**src/rtl/dehaze_pkg.sv**
```systemverilog
// Shared widths, the sync bundle type and the pixel clamp used by the
// dehaze recovery stage.
//   PIX_W     pixel/channel width
//   RCP_W     reciprocal width (Q4.8, unsigned)
//   RCP_FRAC  fractional bits of the reciprocal
//   PROD_W    signed product width (9-bit diff x 13-bit signed rcp)
//   SUM_W     signed width of the pre-clamp result
//   T_MIN_DEF default lower bound applied to transmittance
package dehaze_pkg;

  localparam int unsigned PIX_W     = 8;
  localparam int unsigned RCP_W     = 12;
  localparam int unsigned RCP_FRAC  = 8;
  localparam int unsigned PROD_W    = 22;
  localparam int unsigned SUM_W     = 16;
  localparam int unsigned T_MIN_DEF = 26;

  typedef struct packed {
    logic hs;
    logic vs;
    logic de;
  } sync_t;

  // Saturate a signed intermediate to the 0..255 pixel range.
  function automatic logic [PIX_W-1:0] clamp_pix(input logic signed [SUM_W-1:0] s);
    if (s[SUM_W-1])
      return '0;
    else if (|s[SUM_W-2:PIX_W])
      return '1;
    else
      return s[PIX_W-1:0];
  endfunction

endpackage

```
**src/rtl/dehaze_recip_rom.sv**
```systemverilog
// Reciprocal lookup: rcp = round(65280 / t) in Q4.8, one-cycle registered read.
//   pixelclk  clock
//   reset_n   synchronous active-low reset (clears the read register)
//   addr      transmittance, already clamped to >= T_MIN by the caller
//   rcp       registered reciprocal
module dehaze_recip_rom
  import dehaze_pkg::*;
#(
  parameter int unsigned T_MIN = T_MIN_DEF
) (
  input  logic             pixelclk,
  input  logic             reset_n,
  input  logic [PIX_W-1:0] addr,
  output logic [RCP_W-1:0] rcp
);

  localparam int unsigned NUM     = 255 * 256;
  localparam int unsigned RCP_MAX = (1 << RCP_W) - 1;

  // Entries below T_MIN are never addressed; saturate them to keep them in range.
  function automatic logic [RCP_W-1:0] recip(input int unsigned t);
    int unsigned v;
    if (t == 0 || t < T_MIN) return '1;
    v = (NUM + t / 2) / t;
    if (v > RCP_MAX) v = RCP_MAX;
    return RCP_W'(v);
  endfunction

  logic [RCP_W-1:0] rom [256];

  for (genvar g = 0; g < 256; g++) begin : g_rom
    assign rom[g] = recip(g);
  end

  logic [RCP_W-1:0] rcp_d, rcp_q;

  always_comb begin
    rcp_d = rom[addr];
  end

  always_ff @(posedge pixelclk) begin
    if (!reset_n) rcp_q <= '0;
    else          rcp_q <= rcp_d;
  end

  assign rcp = rcp_q;

endmodule

```
**src/rtl/dehaze_recover.sv**
```systemverilog
// Dehaze recovery: J = A + (I - A) * 255 / t per channel, clamped to 0..255,
// five-stage pipeline with hsync/vsync/de delayed to match.
//   pixelclk, reset_n          clock, synchronous active-low reset
//   i_r/i_g/i_b                hazy input pixel
//   i_transmittance            t for the same pixel (255 = 1.0)
//   i_atmos                    atmospheric light, latched on vsync rise
//   i_hsync/i_vsync/i_de       input timing
//   i_bypass                   only with DEHAZE_RECOVER_BYPASS_EN: pass RGB through
//   o_r/o_g/o_b                recovered pixel (0 while de is low)
//   o_hsync/o_vsync/o_de       timing delayed by LATENCY cycles
module dehaze_recover
  import dehaze_pkg::*;
#(
  parameter int unsigned      T_MIN   = T_MIN_DEF,
  parameter logic [PIX_W-1:0] A_RESET = 8'd255,
  parameter int unsigned      LATENCY = 5
) (
  input  logic             pixelclk,
  input  logic             reset_n,
  input  logic [PIX_W-1:0] i_r,
  input  logic [PIX_W-1:0] i_g,
  input  logic [PIX_W-1:0] i_b,
  input  logic [PIX_W-1:0] i_transmittance,
  input  logic [PIX_W-1:0] i_atmos,
  input  logic             i_hsync,
  input  logic             i_vsync,
  input  logic             i_de,
`ifdef DEHAZE_RECOVER_BYPASS_EN
  input  logic             i_bypass,
`endif
  output logic [PIX_W-1:0] o_r,
  output logic [PIX_W-1:0] o_g,
  output logic [PIX_W-1:0] o_b,
  output logic             o_hsync,
  output logic             o_vsync,
  output logic             o_de
);

  localparam logic signed [PROD_W-1:0] RND = PROD_W'(1) << (RCP_FRAC - 1);

  logic [PIX_W-1:0]         pix_in [3];
  logic [PIX_W-1:0]         a_frame_d, a_frame_q;
  sync_t                    sync_d [LATENCY];
  sync_t                    sync_q [LATENCY];
  logic [PIX_W-1:0]         t1_d, t1_q;
  logic [PIX_W-1:0]         a1_d, a1_q, a2_d, a2_q, a3_d, a3_q;
  logic signed [PIX_W:0]    d1_d [3];
  logic signed [PIX_W:0]    d1_q [3];
  logic signed [PIX_W:0]    d2_d [3];
  logic signed [PIX_W:0]    d2_q [3];
  logic signed [PROD_W-1:0] p3_d [3];
  logic signed [PROD_W-1:0] p3_q [3];
  logic signed [SUM_W-1:0]  s4_d [3];
  logic signed [SUM_W-1:0]  s4_q [3];
  logic [PIX_W-1:0]         o_d  [3];
  logic [PIX_W-1:0]         o_q  [3];
  logic [RCP_W-1:0]         rcp;
`ifdef DEHAZE_RECOVER_BYPASS_EN
  logic [2:0]               byp_d, byp_q;
  logic signed [PIX_W:0]    d3_d [3];
  logic signed [PIX_W:0]    d3_q [3];
`endif

  dehaze_recip_rom #(.T_MIN(T_MIN)) u_rom (
    .pixelclk (pixelclk),
    .reset_n  (reset_n),
    .addr     (t1_q),
    .rcp      (rcp)
  );

  always_comb begin
    pix_in[0] = i_r;
    pix_in[1] = i_g;
    pix_in[2] = i_b;

    sync_d[0] = {i_hsync, i_vsync, i_de};
    for (int unsigned k = 1; k < LATENCY; k++) sync_d[k] = sync_q[k-1];

    // sync_q[0].vs is the registered vsync; the latching pixel sees the new A.
    a_frame_d = (i_vsync && !sync_q[0].vs) ? i_atmos : a_frame_q;

    t1_d = (i_transmittance < PIX_W'(T_MIN)) ? PIX_W'(T_MIN) : i_transmittance;
    a1_d = a_frame_d;
    a2_d = a1_q;
    a3_d = a2_q;

    for (int unsigned c = 0; c < 3; c++) begin
      d1_d[c] = $signed({1'b0, pix_in[c]}) - $signed({1'b0, a_frame_d});
      d2_d[c] = d1_q[c];
      p3_d[c] = $signed({{(PROD_W-PIX_W-1){d2_q[c][PIX_W]}}, d2_q[c]})
              * $signed({{(PROD_W-RCP_W){1'b0}}, rcp});
      s4_d[c] = SUM_W'($signed({{(PROD_W-PIX_W){1'b0}}, a3_q})
              + ((p3_q[c] + RND) >>> RCP_FRAC));
`ifdef DEHAZE_RECOVER_BYPASS_EN
      d3_d[c] = d2_q[c];
      // A + (I - A) reconstructs the original channel without a separate RGB pipe.
      if (byp_q[2])
        s4_d[c] = $signed({{(SUM_W-PIX_W){1'b0}}, a3_q})
                + $signed({{(SUM_W-PIX_W-1){d3_q[c][PIX_W]}}, d3_q[c]});
`endif
      o_d[c] = sync_q[LATENCY-2].de ? clamp_pix(s4_q[c]) : '0;
    end

`ifdef DEHAZE_RECOVER_BYPASS_EN
    byp_d = {byp_q[1:0], i_bypass};
`endif
  end

  always_ff @(posedge pixelclk) begin
    if (!reset_n) begin
      a_frame_q <= A_RESET;
      t1_q      <= '0;
      a1_q      <= '0;
      a2_q      <= '0;
      a3_q      <= '0;
      for (int unsigned k = 0; k < LATENCY; k++) sync_q[k] <= '0;
      for (int unsigned c = 0; c < 3; c++) begin
        d1_q[c] <= '0;
        d2_q[c] <= '0;
        p3_q[c] <= '0;
        s4_q[c] <= '0;
        o_q[c]  <= '0;
`ifdef DEHAZE_RECOVER_BYPASS_EN
        d3_q[c] <= '0;
`endif
      end
`ifdef DEHAZE_RECOVER_BYPASS_EN
      byp_q <= '0;
`endif
    end else begin
      a_frame_q <= a_frame_d;
      t1_q      <= t1_d;
      a1_q      <= a1_d;
      a2_q      <= a2_d;
      a3_q      <= a3_d;
      for (int unsigned k = 0; k < LATENCY; k++) sync_q[k] <= sync_d[k];
      for (int unsigned c = 0; c < 3; c++) begin
        d1_q[c] <= d1_d[c];
        d2_q[c] <= d2_d[c];
        p3_q[c] <= p3_d[c];
        s4_q[c] <= s4_d[c];
        o_q[c]  <= o_d[c];
`ifdef DEHAZE_RECOVER_BYPASS_EN
        d3_q[c] <= d3_d[c];
`endif
      end
`ifdef DEHAZE_RECOVER_BYPASS_EN
      byp_q <= byp_d;
`endif
    end
  end

  assign o_r     = o_q[0];
  assign o_g     = o_q[1];
  assign o_b     = o_q[2];
  assign o_hsync = sync_q[LATENCY-1].hs;
  assign o_vsync = sync_q[LATENCY-1].vs;
  assign o_de    = sync_q[LATENCY-1].de;

endmodule

```
**config.mk**
```make
export PLATFORM = sky130hd
export DESIGN_NAME = dehaze_recover
export DESIGN_NICKNAME = d
export VERILOG_FILES = /design/src/rtl/dehaze_pkg.sv /design/src/rtl/dehaze_recip_rom.sv /design/src/rtl/dehaze_recover.sv
export SDC_FILE = /design/constraint.sdc
export NUM_CORES = 1
export LEC_CHECK = 0
export CORE_ASPECT_RATIO = 2
export CORE_UTILIZATION = 40
export CTS_BUF_LIST = sky130_fd_sc_hd__clkbuf_4 sky130_fd_sc_hd__clkbuf_8 sky130_fd_sc_hd__clkbuf_16
export DETAILED_ROUTE_END_ITERATION = 7
export GPL_ROUTABILITY_DRIVEN = 0
export HOLD_SLACK_MARGIN = 0.06
export PLACE_DENSITY = 0.54
export SYNTH_ARGS = -nofsm -noshare
export SYNTH_HDL_FRONTEND = slang
export SYNTH_SLANG_ARGS = --single-unit
```
**constraint.sdc**
```tcl
create_clock -name pixelclk -period 5.8 [get_ports pixelclk]
set_input_delay 0.58 -clock pixelclk [delete_from_list [all_inputs] [get_ports pixelclk]]
set_output_delay 0.58 -clock pixelclk [all_outputs]
set_load 0.05 [all_outputs]
```
==> reports/results.ini <==
[clock_tree]
insertion_delay_ps=560
clockBufferDepth=3
cts_tree=yes
cts_root_buffer=clkbuf_16
cts_buffers=23
htreeDepth=1
cts_resized=0
ctsHoldBuffers=0
post_cts_buffers=0
clk_pin_slew_ps=70
cts_sinks=235

[yosys]
yosysSeqAreaShare_pct=21.6
yosys.area_share.simple_pct=21.5
yosys_warnings=0
yosysUniqueCellTypes=75
synthMuxAreaShare_pct=0.771
synth_area_per_cell_um2=8.75
async_reset_ff_share_pct=0
synth_xor_area_share_pct=4.31
synth_area_um2=21700
synth-adder-area-share_pct=33.4
synth-seq-cells=235
syn_nets=2978
synth_compound_area_share_pct=12.0
synth_cells=2483
synth_ff_type=dfxtp_1
synth_edf_count=0
synth_top_family_by_area=adder cells

[final_layout]
final_cell_mix=242 x nand2_1, 236 x inv_1, 234 x ha_1, 232 x dfxtp_1, 223 x and2_1
drive_above_1_share_pct=4.42
final_common_cell=nand2_1
final.fill_count=5249
area_growth_pct=10.0
final_cells=3182
nets=2992
antenna_cells=0

[route]
first_iter_violations=664
ant_nets=0
vias=17400
first_pass_iters=5
vias_per_cell=5.47
wl_per_cell_um=19.1
drt_wl_total_um=60900
drcViolationCount=0

[grt]
gr-total-overflow=0
antenna_found_initial=0
grt_pass1_wl_um=97000
grtUsageTotal_pct=22.3
grt_pass1_vias=18500
grt_max_degree=69

[floorplan]
core_area_um2=53600
die_w_um=167
die_h_um=332
initial_core_util_pct=40.5
dieArea_um2=55300
ioPinCount=72
rows=120

[place]
dpl.hpwl_um=49200
dp.cells=3143
numPortBuffers=71
pre_cts_slack_ps=404

[timing]
clock_skew_ps=23.1
setup_viol=0
slew_viol_final=0
finalWorstPathRequiredPeriod_ps=5410
worst_slack_ps=389
worstMarginPinSlew_ps=1060
max_slew_margin_pct=29.1
max_freq_ghz=0.185
tns_ps=0
period_share_pct=93.3
rsz0062_at_grt=no
hold_viol=0

[min_path]
worstHoldPathType=reg2reg
holdPathStages=1
holdCritStartpoint=a2_q[7]
hold_path_end=a3_q[7]

[worst_setup_path]
startpoint_type=flip-flop
cp.arrival_ps=5830
worst-setup-path-type=reg2reg
r2r_slack_ps=390
critical_path_required_ps=6220
r2r_cells=16
r2r-end=p3_q[0][65]
crit_fanout=11
end_kind=flip-flop
r2r_start=u_rom.rcp[6]

[power_and_ir_drop]
power_density_nw_per_um2=230
cellLeakagePower_nw=11.3
ir_drop_v=0.000208

[status]
status=finished, final reports clean

[run]
maxCapViolations=0

worst max-delay path by stage:
stage,from,to,slack [ps]
floorplan,u_rom.rcp[1],p3_q[0][65],750
global placement,u_rom.rcp[6],p3_q[0][65],440
detailed placement,u_rom.rcp[6],p3_q[0][65],400
CTS,u_rom.rcp[6],p3_q[0][65],390
global route,u_rom.rcp[7],p3_q[0][42],90
finish,u_rom.rcp[6],p3_q[0][65],390
critical path: stages, from the launching register on:
cell,delay (ps)
dfxtp_1,610
buf_4,260
nand2_1,90
fa_1,560
inv_1,60
fa_1,510
fa_1,440
fa_1,580
fa_1,440
ha_1,380
nand4_1,110
nor4_1,530
or2_2,230
a21o_1,160
a311oi_1,120
xnor2_1,160
nor2_1,50
sequential cells by signal, indices dropped and copies added (netlist names):
name,count
o_q,24
u_rom.rcp,12
p3_q,45
sync_q,15
a2_q,8
d1_q,27
d2_q,27
t1_q,8
a_frame_q,8
a3_q,8
s4_q,45
a1_q,8
layer usage:
layer / wire (um) / GRT usage (%) / part of all wire [%] / vias to the layer above
met2: 34400 / 45.2 / 56 / 485
met4: 4150 / 14.2 / 6.8 / 0
met1: 20600 / 21.0 / 34 / 8472
li1: - / - / - / 8260
met3: 1800 / 1.77 / 3.0 / 202
met5: 0 / 0 / 0 / -
logic make-up after synthesis:
family	after synthesis
buffers and inverters	364
adder cells (fa/ha/maj)	450
flip-flops	235
multiplexers	13
AO/OA/AOI/OAI	395
XOR/XNOR	107
AND/OR/NAND/NOR	919
report_power, final:
group | internal [mW] | total (mW) | switching [mW]
clock | 0.847 | 1.51 | 0.666
combinational | 0.837 | 1.97 | 1.14
sequential | 1.81 | 2.02 | 0.208
cells in the mapped netlist (19+ instances only):
library cell / n / area, um2
a21o_1: 30 / 225
a21oi_1: 92 / 460
a31oi_1: 23 / 144
and2_1: 223 / 1400
and3_1: 19 / 119
clkbuf_1: 115 / 432
dfxtp_1: 235 / 4700
fa_1: 216 / 4320
ha_1: 234 / 2930
inv_1: 236 / 886
nand2_1: 242 / 908
nand2b_1: 32 / 200
nand3_1: 47 / 235
nor2_1: 166 / 623
nor2b_1: 57 / 357
nor3_1: 56 / 280
o211ai_1: 20 / 150
o21a_1: 29 / 218
o21ai_0: 78 / 390
xnor2_1: 62 / 543
xor2_1: 45 / 394
layout make-up:
class | count | area, um2 | share of cell area, %
multi-input combinational | 1884 | 15700 | 65.5
clock buffer | 30 | 653 | 2.73
timing repair buffer | 115 | 1060 | 4.44
tap | 671 | 840 | 3.51
clock inverter | 9 | 103 | 0.429
sequential | 235 | 4710 | 19.7
inverter | 238 | 896 | 3.75
stage by stage:
stage                     hold slack, ps  area (um2)  util, %  power, mW
after floorplan                      412       21700        -       3.42
after global placement               413       23200     43.2       3.99
after detailed placement             419       23200     43.2       4.03
after CTS                            434       23900     44.6       5.58
after global routing                 447       23900     44.6       5.90
final                                428       23900     44.6       5.50
Note: power is estimated with default switching activity, not from simulation.
